===== src/rtl/vliw_rf_pkg.sv =====
// ============================================================================
// Module      : vliw_rf_pkg
// Description : Shared widths, requester indices and helpers for the VLIW
//               register-file writeback path.
// Revision    : 1.0 - initial release
// ============================================================================
`default_nettype none

package vliw_rf_pkg;

    localparam int DATA_W    = 32;
    localparam int REG_AW    = 5;
    localparam int PROT_REGS = 3;
    localparam int CNT_W     = 16;
    localparam int NREQ      = 3;

    localparam int REQ_LD = 0;
    localparam int REQ_L0 = 1;
    localparam int REQ_L1 = 2;

    typedef logic [REG_AW-1:0] reg_addr_t;
    typedef logic [DATA_W-1:0] data_t;

    // Next requester index in round-robin order (wraps 2 -> 0).
    function automatic logic [1:0] rr_next(input logic [1:0] idx);
        return (idx == 2'd2) ? 2'd0 : idx + 2'd1;
    endfunction

endpackage

`default_nettype wire


===== src/rtl/wb_port_arbiter_if.sv =====
// ============================================================================
// Module      : wb_port_arbiter_if
// Description : Requester handshake and register-file write-port bundle.
//               slave = arbiter side, master = requesters / register file.
// Revision    : 1.0 - initial release
// ============================================================================
`default_nettype none

interface wb_port_arbiter_if;
    import vliw_rf_pkg::*;

    logic      [NREQ-1:0] req_valid;
    reg_addr_t [NREQ-1:0] req_rd;
    data_t     [NREQ-1:0] req_data;
    logic      [NREQ-1:0] req_ready;
    logic                 regWrite1;
    logic                 regWrite2;
    reg_addr_t            rd1;
    reg_addr_t            rd2;
    data_t                writeData1;
    data_t                writeData2;
    logic [CNT_W-1:0]     drop_cnt;

    modport slave (
        input  req_valid, req_rd, req_data,
        output req_ready, regWrite1, regWrite2, rd1, rd2,
               writeData1, writeData2, drop_cnt
    );

    modport master (
        output req_valid, req_rd, req_data,
        input  req_ready, regWrite1, regWrite2, rd1, rd2,
               writeData1, writeData2, drop_cnt
    );

endinterface

`default_nettype wire


===== src/rtl/wb_hold_entry.sv =====
// ============================================================================
// Module      : wb_hold_entry
// Description : One-deep result buffer (pend/rd/data). Load has priority
//               over clear so a retiring entry can be refilled in place.
// Revision    : 1.0 - initial release
// ============================================================================
`default_nettype none

module wb_hold_entry
    import vliw_rf_pkg::*;
(
    input  wire logic      clk,
    input  wire logic      reset,
    input  wire logic      load_i,
    input  wire logic      clear_i,
    input  wire reg_addr_t rd_i,
    input  wire data_t     data_i,
    output logic           pend_o,
    output reg_addr_t      rd_o,
    output data_t          data_o
);

    logic      pend_q;
    reg_addr_t rd_q;
    data_t     data_q;

    // Capture a new result on handshake, otherwise drop it once retired.
    always_ff @(posedge clk) begin
        if (reset) begin
            pend_q <= 1'b0;
            rd_q   <= '0;
            data_q <= '0;
        end else if (load_i) begin
            pend_q <= 1'b1;
            rd_q   <= rd_i;
            data_q <= data_i;
        end else if (clear_i) begin
            pend_q <= 1'b0;
        end
    end

    assign pend_o = pend_q;
    assign rd_o   = rd_q;
    assign data_o = data_q;

endmodule

`default_nettype wire


===== src/rtl/wb_port_arbiter.sv =====
// ============================================================================
// Module      : wb_port_arbiter
// Description : Schedules up to three buffered results onto two register-file
//               write ports with WAW ordering, round-robin fairness and
//               discard of protected destinations.
// Revision    : 1.0 - initial release
// ============================================================================
`default_nettype none

module wb_port_arbiter
    import vliw_rf_pkg::*;
(
    input  wire logic          clk,
    input  wire logic          reset,
    wb_port_arbiter_if.slave   bus
);

    localparam int SUM_W = CNT_W + 1;

    logic      [NREQ-1:0] pend;
    reg_addr_t [NREQ-1:0] e_rd;
    data_t     [NREQ-1:0] e_data;
    logic      [NREQ-1:0] load;
    logic      [NREQ-1:0] grant;
    logic      [NREQ-1:0] prot;
    logic      [NREQ-1:0] live;
    logic      [NREQ-1:0] elig;
    logic      [NREQ-1:0] assigned;

    logic [1:0]       rr_q, rr_d;
    logic [CNT_W-1:0] drop_q, drop_d;
    logic [SUM_W-1:0] drop_sum;
    logic [2:0]       idx;
    logic [1:0]       sel1, sel2;
    logic             hit1, hit2;

    generate
        for (genvar gi = 0; gi < NREQ; gi++) begin : g_entry
            wb_hold_entry u_entry (
                .clk     (clk),
                .reset   (reset),
                .load_i  (load[gi]),
                .clear_i (grant[gi]),
                .rd_i    (bus.req_rd[gi]),
                .data_i  (bus.req_data[gi]),
                .pend_o  (pend[gi]),
                .rd_o    (e_rd[gi]),
                .data_o  (e_data[gi])
            );
        end
    endgenerate

    // Classify entries: protected ones retire silently; a younger entry is
    // masked while an older live entry targets the same register.
    always_comb begin
        prot = '0;
        live = '0;
        for (int i = 0; i < NREQ; i++) begin
            prot[i] = pend[i] && (e_rd[i] < REG_AW'(PROT_REGS));
            live[i] = pend[i] && !prot[i];
        end
        elig = live;
        for (int j = 1; j < NREQ; j++) begin
            for (int i = 0; i < j; i++) begin
                if (live[i] && live[j] && (e_rd[i] == e_rd[j])) begin
                    elig[j] = 1'b0;
                end
            end
        end
    end

    // Round-robin scan from rr_q: first eligible hit to port 1, second to port 2.
    always_comb begin
        hit1     = 1'b0;
        hit2     = 1'b0;
        sel1     = 2'd0;
        sel2     = 2'd0;
        idx      = 3'd0;
        assigned = '0;
        rr_d     = rr_q;
        for (int k = 0; k < NREQ; k++) begin
            idx = {1'b0, rr_q} + 3'(k);
            if (idx >= 3'd3) begin
                idx = idx - 3'd3;
            end
            if (elig[idx[1:0]]) begin
                if (!hit1) begin
                    hit1 = 1'b1;
                    sel1 = idx[1:0];
                end else if (!hit2) begin
                    hit2 = 1'b1;
                    sel2 = idx[1:0];
                end
            end
        end
        if (hit1) begin
            assigned[sel1] = 1'b1;
            rr_d           = rr_next(sel1);
        end
        if (hit2) begin
            assigned[sel2] = 1'b1;
            rr_d           = rr_next(sel2);
        end
    end

    // Retirement, handshake and saturating drop accumulation.
    always_comb begin
        grant    = prot | assigned;
        drop_sum = {1'b0, drop_q} + SUM_W'(prot[0]) + SUM_W'(prot[1]) + SUM_W'(prot[2]);
        drop_d   = drop_sum[CNT_W] ? {CNT_W{1'b1}} : drop_sum[CNT_W-1:0];
    end

    assign bus.req_ready = reset ? '0 : (~pend | grant);
    assign load          = bus.req_valid & bus.req_ready;

    // Round-robin pointer and drop counter state.
    always_ff @(posedge clk) begin
        if (reset) begin
            rr_q   <= 2'd0;
            drop_q <= '0;
        end else begin
            rr_q   <= rr_d;
            drop_q <= drop_d;
        end
    end

    // Write ports read straight from the hold entries; idle ports drive zero.
    assign bus.regWrite1  = hit1 && !reset;
    assign bus.regWrite2  = hit2 && !reset;
    assign bus.rd1        = bus.regWrite1 ? e_rd[sel1]   : '0;
    assign bus.rd2        = bus.regWrite2 ? e_rd[sel2]   : '0;
    assign bus.writeData1 = bus.regWrite1 ? e_data[sel1] : '0;
    assign bus.writeData2 = bus.regWrite2 ? e_data[sel2] : '0;
    assign bus.drop_cnt   = drop_q;

endmodule

`default_nettype wire

===== src/flat_wrapper.sv =====
// flat-port wrapper written by rule: the top's interface ports become plain ports
module wb_port_arbiter_flat import vliw_rf_pkg::*;
  (clk, reset, bus_req_valid, bus_req_rd, bus_req_data, bus_req_ready, bus_regWrite1, bus_regWrite2, bus_rd1, bus_rd2, bus_writeData1, bus_writeData2, bus_drop_cnt);
  wb_port_arbiter_if bus_i ();
  input  wire logic clk;
  input  wire logic reset;
  input wire logic [$bits(bus_i.req_valid)-1:0] bus_req_valid;
  input wire logic [$bits(bus_i.req_rd)-1:0] bus_req_rd;
  input wire logic [$bits(bus_i.req_data)-1:0] bus_req_data;
  output wire logic [$bits(bus_i.req_ready)-1:0] bus_req_ready;
  output wire logic [$bits(bus_i.regWrite1)-1:0] bus_regWrite1;
  output wire logic [$bits(bus_i.regWrite2)-1:0] bus_regWrite2;
  output wire logic [$bits(bus_i.rd1)-1:0] bus_rd1;
  output wire logic [$bits(bus_i.rd2)-1:0] bus_rd2;
  output wire logic [$bits(bus_i.writeData1)-1:0] bus_writeData1;
  output wire logic [$bits(bus_i.writeData2)-1:0] bus_writeData2;
  output wire logic [$bits(bus_i.drop_cnt)-1:0] bus_drop_cnt;
  assign bus_i.req_valid = bus_req_valid;
  assign bus_i.req_rd = bus_req_rd;
  assign bus_i.req_data = bus_req_data;
  assign bus_req_ready = bus_i.req_ready;
  assign bus_regWrite1 = bus_i.regWrite1;
  assign bus_regWrite2 = bus_i.regWrite2;
  assign bus_rd1 = bus_i.rd1;
  assign bus_rd2 = bus_i.rd2;
  assign bus_writeData1 = bus_i.writeData1;
  assign bus_writeData2 = bus_i.writeData2;
  assign bus_drop_cnt = bus_i.drop_cnt;
  wb_port_arbiter u_core (.clk(clk), .reset(reset), .bus(bus_i));
endmodule

===== config.mk =====
export PLATFORM = sky130hd
export DESIGN_NAME = wb_port_arbiter_flat
export DESIGN_NICKNAME = d
export VERILOG_FILES = /design/src/rtl/vliw_rf_pkg.sv /design/src/rtl/wb_port_arbiter_if.sv /design/src/rtl/wb_hold_entry.sv /design/src/rtl/wb_port_arbiter.sv /design/src/flat_wrapper.sv
export SDC_FILE = /design/constraint.sdc
export NUM_CORES = 1
export LEC_CHECK = 0
export CAP_MARGIN = 0
export CELL_PAD_IN_SITES_DETAIL_PLACEMENT = 1
export CELL_PAD_IN_SITES_GLOBAL_PLACEMENT = 1
export CORE_MARGIN = 2
export CORE_UTILIZATION = 30
export DETAILED_ROUTE_END_ITERATION = 8
export PLACE_DENSITY = 0.71
export SLEW_MARGIN = 20
export SYNTH_ARGS = -nofsm -noshare
export SYNTH_HDL_FRONTEND = slang
export SYNTH_SLANG_ARGS = --single-unit

===== constraint.sdc =====
create_clock -name clk -period 4.2 [get_ports clk]
set_input_delay 0.42 -clock clk [delete_from_list [all_inputs] [get_ports clk]]
set_output_delay 0.42 -clock clk [all_outputs]
set_load 0.05 [all_outputs]

==> results <==
- The total global-route track usage is 20.3%.
- From bottom edge to top edge, the die measures 161 microns.
- The clock arrives with 0.0111 ns of skew.
- The starting density of the core is 30.5%.
- Entering global routing, the biggest net connects 75 pins.
- The number of nets handed over by synthesis was 1025.
- The wire-length estimate of the detail-placed layout is 18800 microns.
- Setup repair after global routing left no endpoint under its margin.
- The longest individual stage delay on the worst path is 0.82 ns.
- The area growth from synthesis to layout is 49.3%.
- The count of state elements after synthesis is 132.
- The net count of the finished layout is 1197.
- The class of the most critical hold timing path is reg -> reg.
- The number of enable-type register cells in the synthesized netlist is 0.
- The utilization of the core after routing is 45.6%.
- The detail-routed net length per standard cell is 18.7 microns.
- The routability-driven placement congestion ratio is 0.841.
- After synthesis, the largest family of logic cells by area is simple AND/OR/NAND/NOR gates.
- In this run the static leakage power is 4.62 nW.
- The fraction of final layout cells sized beyond drive strength 1 is 14.9%.
- The sequential-to-total area share from yosys stat is 35.6%.
- The async set or reset register ratio after synthesis is 0%.
- The placed cell count is 1379.
- The final hold violation count is 0.
- Of the available clock period, the critical path in the final layout requires 95.1%.
- The setup slack on the worst flop-to-flop path is 0.90 ns.
- The total overflow left after global routing is 0.
- The average size of a mapped cell is 8.23 sq um.
- The floorplan step defined a die boundary enclosing 26000 sq um.
- For this run, the number of Yosys warnings is 0.
- The first detailed-routing pass ran for 4 iterations.
- Summing the areas of all and, or, nand and nor instances in the mapped netlist gives 21.2% of the synthesized area.
- The uppermost metal layer occupied by signal nets is met4.
- STA classifies the critical path endpoint as an output pin.
- The number of input and output port buffers inserted is 210.
- The worst setup path is of the reg -> out kind.
- In this run the remaining antenna-violating nets after routing total 0.
- The critical register-to-register path startpoint is u_core.g_entry[0].u_entry.rd_o[1].
- Measured against its own limit, the worst slew margin works out to 55.5%.
- The wire length on met1 is 12300 microns.
- The top-level I/O count is 211.
- In this design, the largest share of critical-path delay is due to compound AO/OA/AOI/OAI gates.
- After routing, the total negative slack on setup checks comes to 0 ns.
- Clock latency on the worst-skew pair, taken at its later pin, is 0.42 ns.
- The mean number of vias per cell is 5.01.
- The destination of the worst hold path is u_core.g_entry[0].u_entry.data_o[7].
- The worst setup path is launched from a flop.
- The signal on the critical path passes through a2111o_1 -> nand2_2 -> o31a_4 -> or2_1 -> o2111ai_1 -> o21a_1 -> nor2_1 -> nor2_1 -> clkdlybuf4s50_1.
- The transition time at the pin with the least slew margin is 0.663 ns.
- The count of vias placed by the detailed router is 7082.
- Counting both buffers and inverters, the worst setup path holds a total of 1.
- Along the worst hold path, the cell count comes to 2.
- The clock root buffer is sky130_fd_sc_hd__clkbuf_16.
- The total setup violations reported at the end of the flow is 0.
- The maximum buffer depth of the clock tree is 2.
- The proportion of netlist area held by the largest area contributor is 35.6%.
- The flow ran to the end, and the final reports show no timing, DRC or antenna violations.
- The adder-cell share of the synthesized area is 1.21%.
- Detailed routing placed a total of 12700 microns of wire on met2.
- The reported max-cap violation count is 0.
- The final critical delay including setup and external delays is 4.00 ns.
- TritonCTS built the clock tree.
- From left edge to right edge, the die measures 161 microns.
- The number of cells on the worst reg-to-reg path is 9.
- Summed over all instances, the cell type with the most area after synthesis is sky130_fd_sc_hd__dfxtp_1.
- The area fraction in compound gates after synthesis is 17.6%.
- The critical hold path startpoint is u_core.g_entry[0].u_entry.data_o[7].
- The count of clock tree sinks is 132.
- The number of global-route vias before repair is 7382.
- The xor and xnor fraction of the mapped netlist area is 3.07%.
- The endpoint identified for the worst register-to-register timing path is u_core.bus.drop_cnt[0].
- The max-slew violation count is 0.
- The total detailed-routing wirelength is 26500 microns.
- Setup slack closes at 0.204 ns.
- The power per cell area is 396 nW/um^2.
- The number of hold buffers added after CTS is 0.
- The first global-routing pass estimated 41300 microns of wire.
- Sorting the synthesized cells by area gives the leading types as sky130_fd_sc_hd__dfxtp_1, sky130_fd_sc_hd__mux2i_1, sky130_fd_sc_hd__a211oi_1.
- The peak fanout along the critical path is 7.
- The floorplan has 57 rows.
- Wire segments on met3 add up to 780 microns in the final route.
- The remaining design rule violation count is 0.
- The number of DRC markers after the initial detailed-route iteration is 339.
- The endpoint arrival time on the critical path is 3.58 ns.
- The worst path required time is 3.78 ns.
- The cell seen most often among critical-path stages is sky130_fd_sc_hd__nor2_1.
- Counting every instance in the synthesized netlist gives 903.
- The cell with the largest stage delay on the worst path is sky130_fd_sc_hd__clkdlybuf4s50_1.
- The number of antenna violations at the first check in global routing is 2.
- The worst-case IR drop observed on VDD is 0.271 mV.
- The synthesized area is 7430 sq um.
- The total area inside the core boundary comes to 24300 sq um.
- The fraction of synthesized area in multiplexers is 15.4%.
- The placement-stage worst setup slack is 0.465 ns.
- The H-tree was split into 4 levels.
- The number of distinct library cells after synthesis is 56.
- After clock tree synthesis, the clock-pin slew on the worst setup and hold paths is 0.06 ns.
- The top flip-flop cell by instance count after synthesis is sky130_fd_sc_hd__dfxtp_1.
- The total CTS buffers is 17.
- For this run, the number of standard cells in the final layout without fillers is 1414.
- The maximum operating frequency is 250 MHz.
## cells in the final DEF (no fill, tap or decap), types with 4 or more instances in the layout
cell type	count
sky130_fd_sc_hd__a21oi_1	56
sky130_fd_sc_hd__xor2_1	9
sky130_fd_sc_hd__and3_1	4
sky130_fd_sc_hd__o21ai_1	36
sky130_fd_sc_hd__and2_1	4
sky130_fd_sc_hd__clkinvlp_4	5
sky130_fd_sc_hd__mux2_2	7
sky130_fd_sc_hd__buf_12	70
sky130_fd_sc_hd__nand2b_1	37
sky130_fd_sc_hd__clkdlybuf4s50_1	132
sky130_fd_sc_hd__a211oi_1	65
sky130_fd_sc_hd__a211oi_2	7
sky130_fd_sc_hd__inv_1	12
sky130_fd_sc_hd__dfxtp_1	132
sky130_fd_sc_hd__nor2b_1	41
sky130_fd_sc_hd__clkbuf_16	17
sky130_fd_sc_hd__ha_1	4
sky130_fd_sc_hd__o21ai_0	4
sky130_fd_sc_hd__nor3_1	4
sky130_fd_sc_hd__xnor2_1	17
sky130_fd_sc_hd__buf_4	25
sky130_fd_sc_hd__nand2_1	124
sky130_fd_sc_hd__mux2_1	30
sky130_fd_sc_hd__nand4_1	5
sky130_fd_sc_hd__nand3_1	11
sky130_fd_sc_hd__mux2i_1	73
sky130_fd_sc_hd__nor2_1	96
## sequential cells by signal, summed over array words and instances, names as in the netlist
name	count
u_core.rr_q	2
u_core.g_entry.u_entry.rd_o	15
u_core.g_entry.u_entry.pend_o	3
u_core.bus.drop_cnt	16
u_core.g_entry.u_entry.data_o	96
## final cells by class
class / count / area [sq um]
inverter: 12 / 45.0
clock buffer: 19 / 443
tap: 324 / 405
clock inverter: 13 / 149
antenna: 2 / 5.00
sequential: 132 / 2640
fill: 2750 / 13200
multi-input combinational: 683 / 4470
timing repair buffer: 229 / 2930
## stage by stage
| stage | area, sq um | total power, W | hold slack, ns |
|---|---|---|---|
| finish | 11100 | 0.00439 | 0.473 |
| floorplan | 7430 | 0.00234 | 0.449 |
| global placement | 10400 | 0.00285 | 0.456 |
| global route | 11100 | 0.00462 | 0.490 |
| detailed placement | 10400 | 0.00288 | 0.466 |
| CTS | 11000 | 0.00442 | 0.473 |
## per-layer routing
layer | vias to the layer above | track usage [%]
met4 | 0 | 7.91
met2 | 167 | 34.0
met1 | 3398 | 26.3
met5 | - | 0
met3 | 38 | 2.93
li1 | 3479 | -
## worst reg2reg max path, stage by stage (launching register included)
cell and delay, ns:
sky130_fd_sc_hd__dfxtp_1 0.39, sky130_fd_sc_hd__a2111o_1 0.50, sky130_fd_sc_hd__nor2_1 0.17, sky130_fd_sc_hd__fa_1 0.45, sky130_fd_sc_hd__ha_1 0.24, sky130_fd_sc_hd__fa_1 0.44
sky130_fd_sc_hd__and3_1 0.21, sky130_fd_sc_hd__nand3_1 0.19, sky130_fd_sc_hd__or3_1 0.46, sky130_fd_sc_hd__a21oi_1 0.13
## how the worst max path moves through the flow
stage                                           start            endpoint  depth (start not counted)
floorplan                              u_core.rr_q[0]  bus_writeData2[31]                         10
global placement    u_core.g_entry[2].u_entry.rd_o[0]    bus_req_ready[1]                          9
detailed placement  u_core.g_entry[2].u_entry.rd_o[0]    bus_req_ready[1]                          9
CTS                 u_core.g_entry[0].u_entry.rd_o[0]  bus_writeData1[13]                          9
global route        u_core.g_entry[0].u_entry.rd_o[0]  bus_writeData2[23]                          9
finish              u_core.g_entry[0].u_entry.rd_o[0]    bus_req_ready[1]                          9
## synth_stat cells (all sizes together) (2+ instances only)
cell type	number
or2	3
o21ai	43
and2	4
or3	3
o31ai	2
o31a	2
dfxtp	132
a2111oi	2
ha	4
a2111o	2
nor3b	2
a31oi	2
buf	41
nand2	126
a211oi	72
a21oi	56
mux2i	73
a221oi	3
nor3	4
fa	2
o2111ai	3
mux2	37
xor2	9
xnor2	17
nor4	3
nand3b	2
nand2b	37
and3	4
nor2b	41
inv	12
o21a	2
clkbuf	35
nor2	96
nand4	5
nand3	11
## timing repair
action | in CTS | in global routing
setup buffers | 0 | 1
pin swaps | 0 | 1
resized for setup | 1 | 15
setup endpoints to repair | 1 | 74
## cell families (layout without fill, tap and decap cells)
| logic type | after synthesis | count (layout) |
|---|---|---|
| compound gates | 199 | 199 |
| xor+xnor | 26 | 26 |
| fa+ha+maj | 6 | 6 |
| buf+inv | 88 | 273 |
| flops | 132 | 132 |
| mux | 110 | 110 |
| other cells | 0 | 2 |
| simple gates | 342 | 342 |
## power by group
group	total, W	leakage (nW)	internal (W)	switching [W]
registers	0.00147	1.09	0.00136	0.000108
logic	0.00141	3.25	0.000575	0.000838
clock network	0.00151	0.275	0.000899	0.000608
total	0.00439	4.62	0.00284	0.00155
Note: power is estimated with default switching activity, not from simulation.
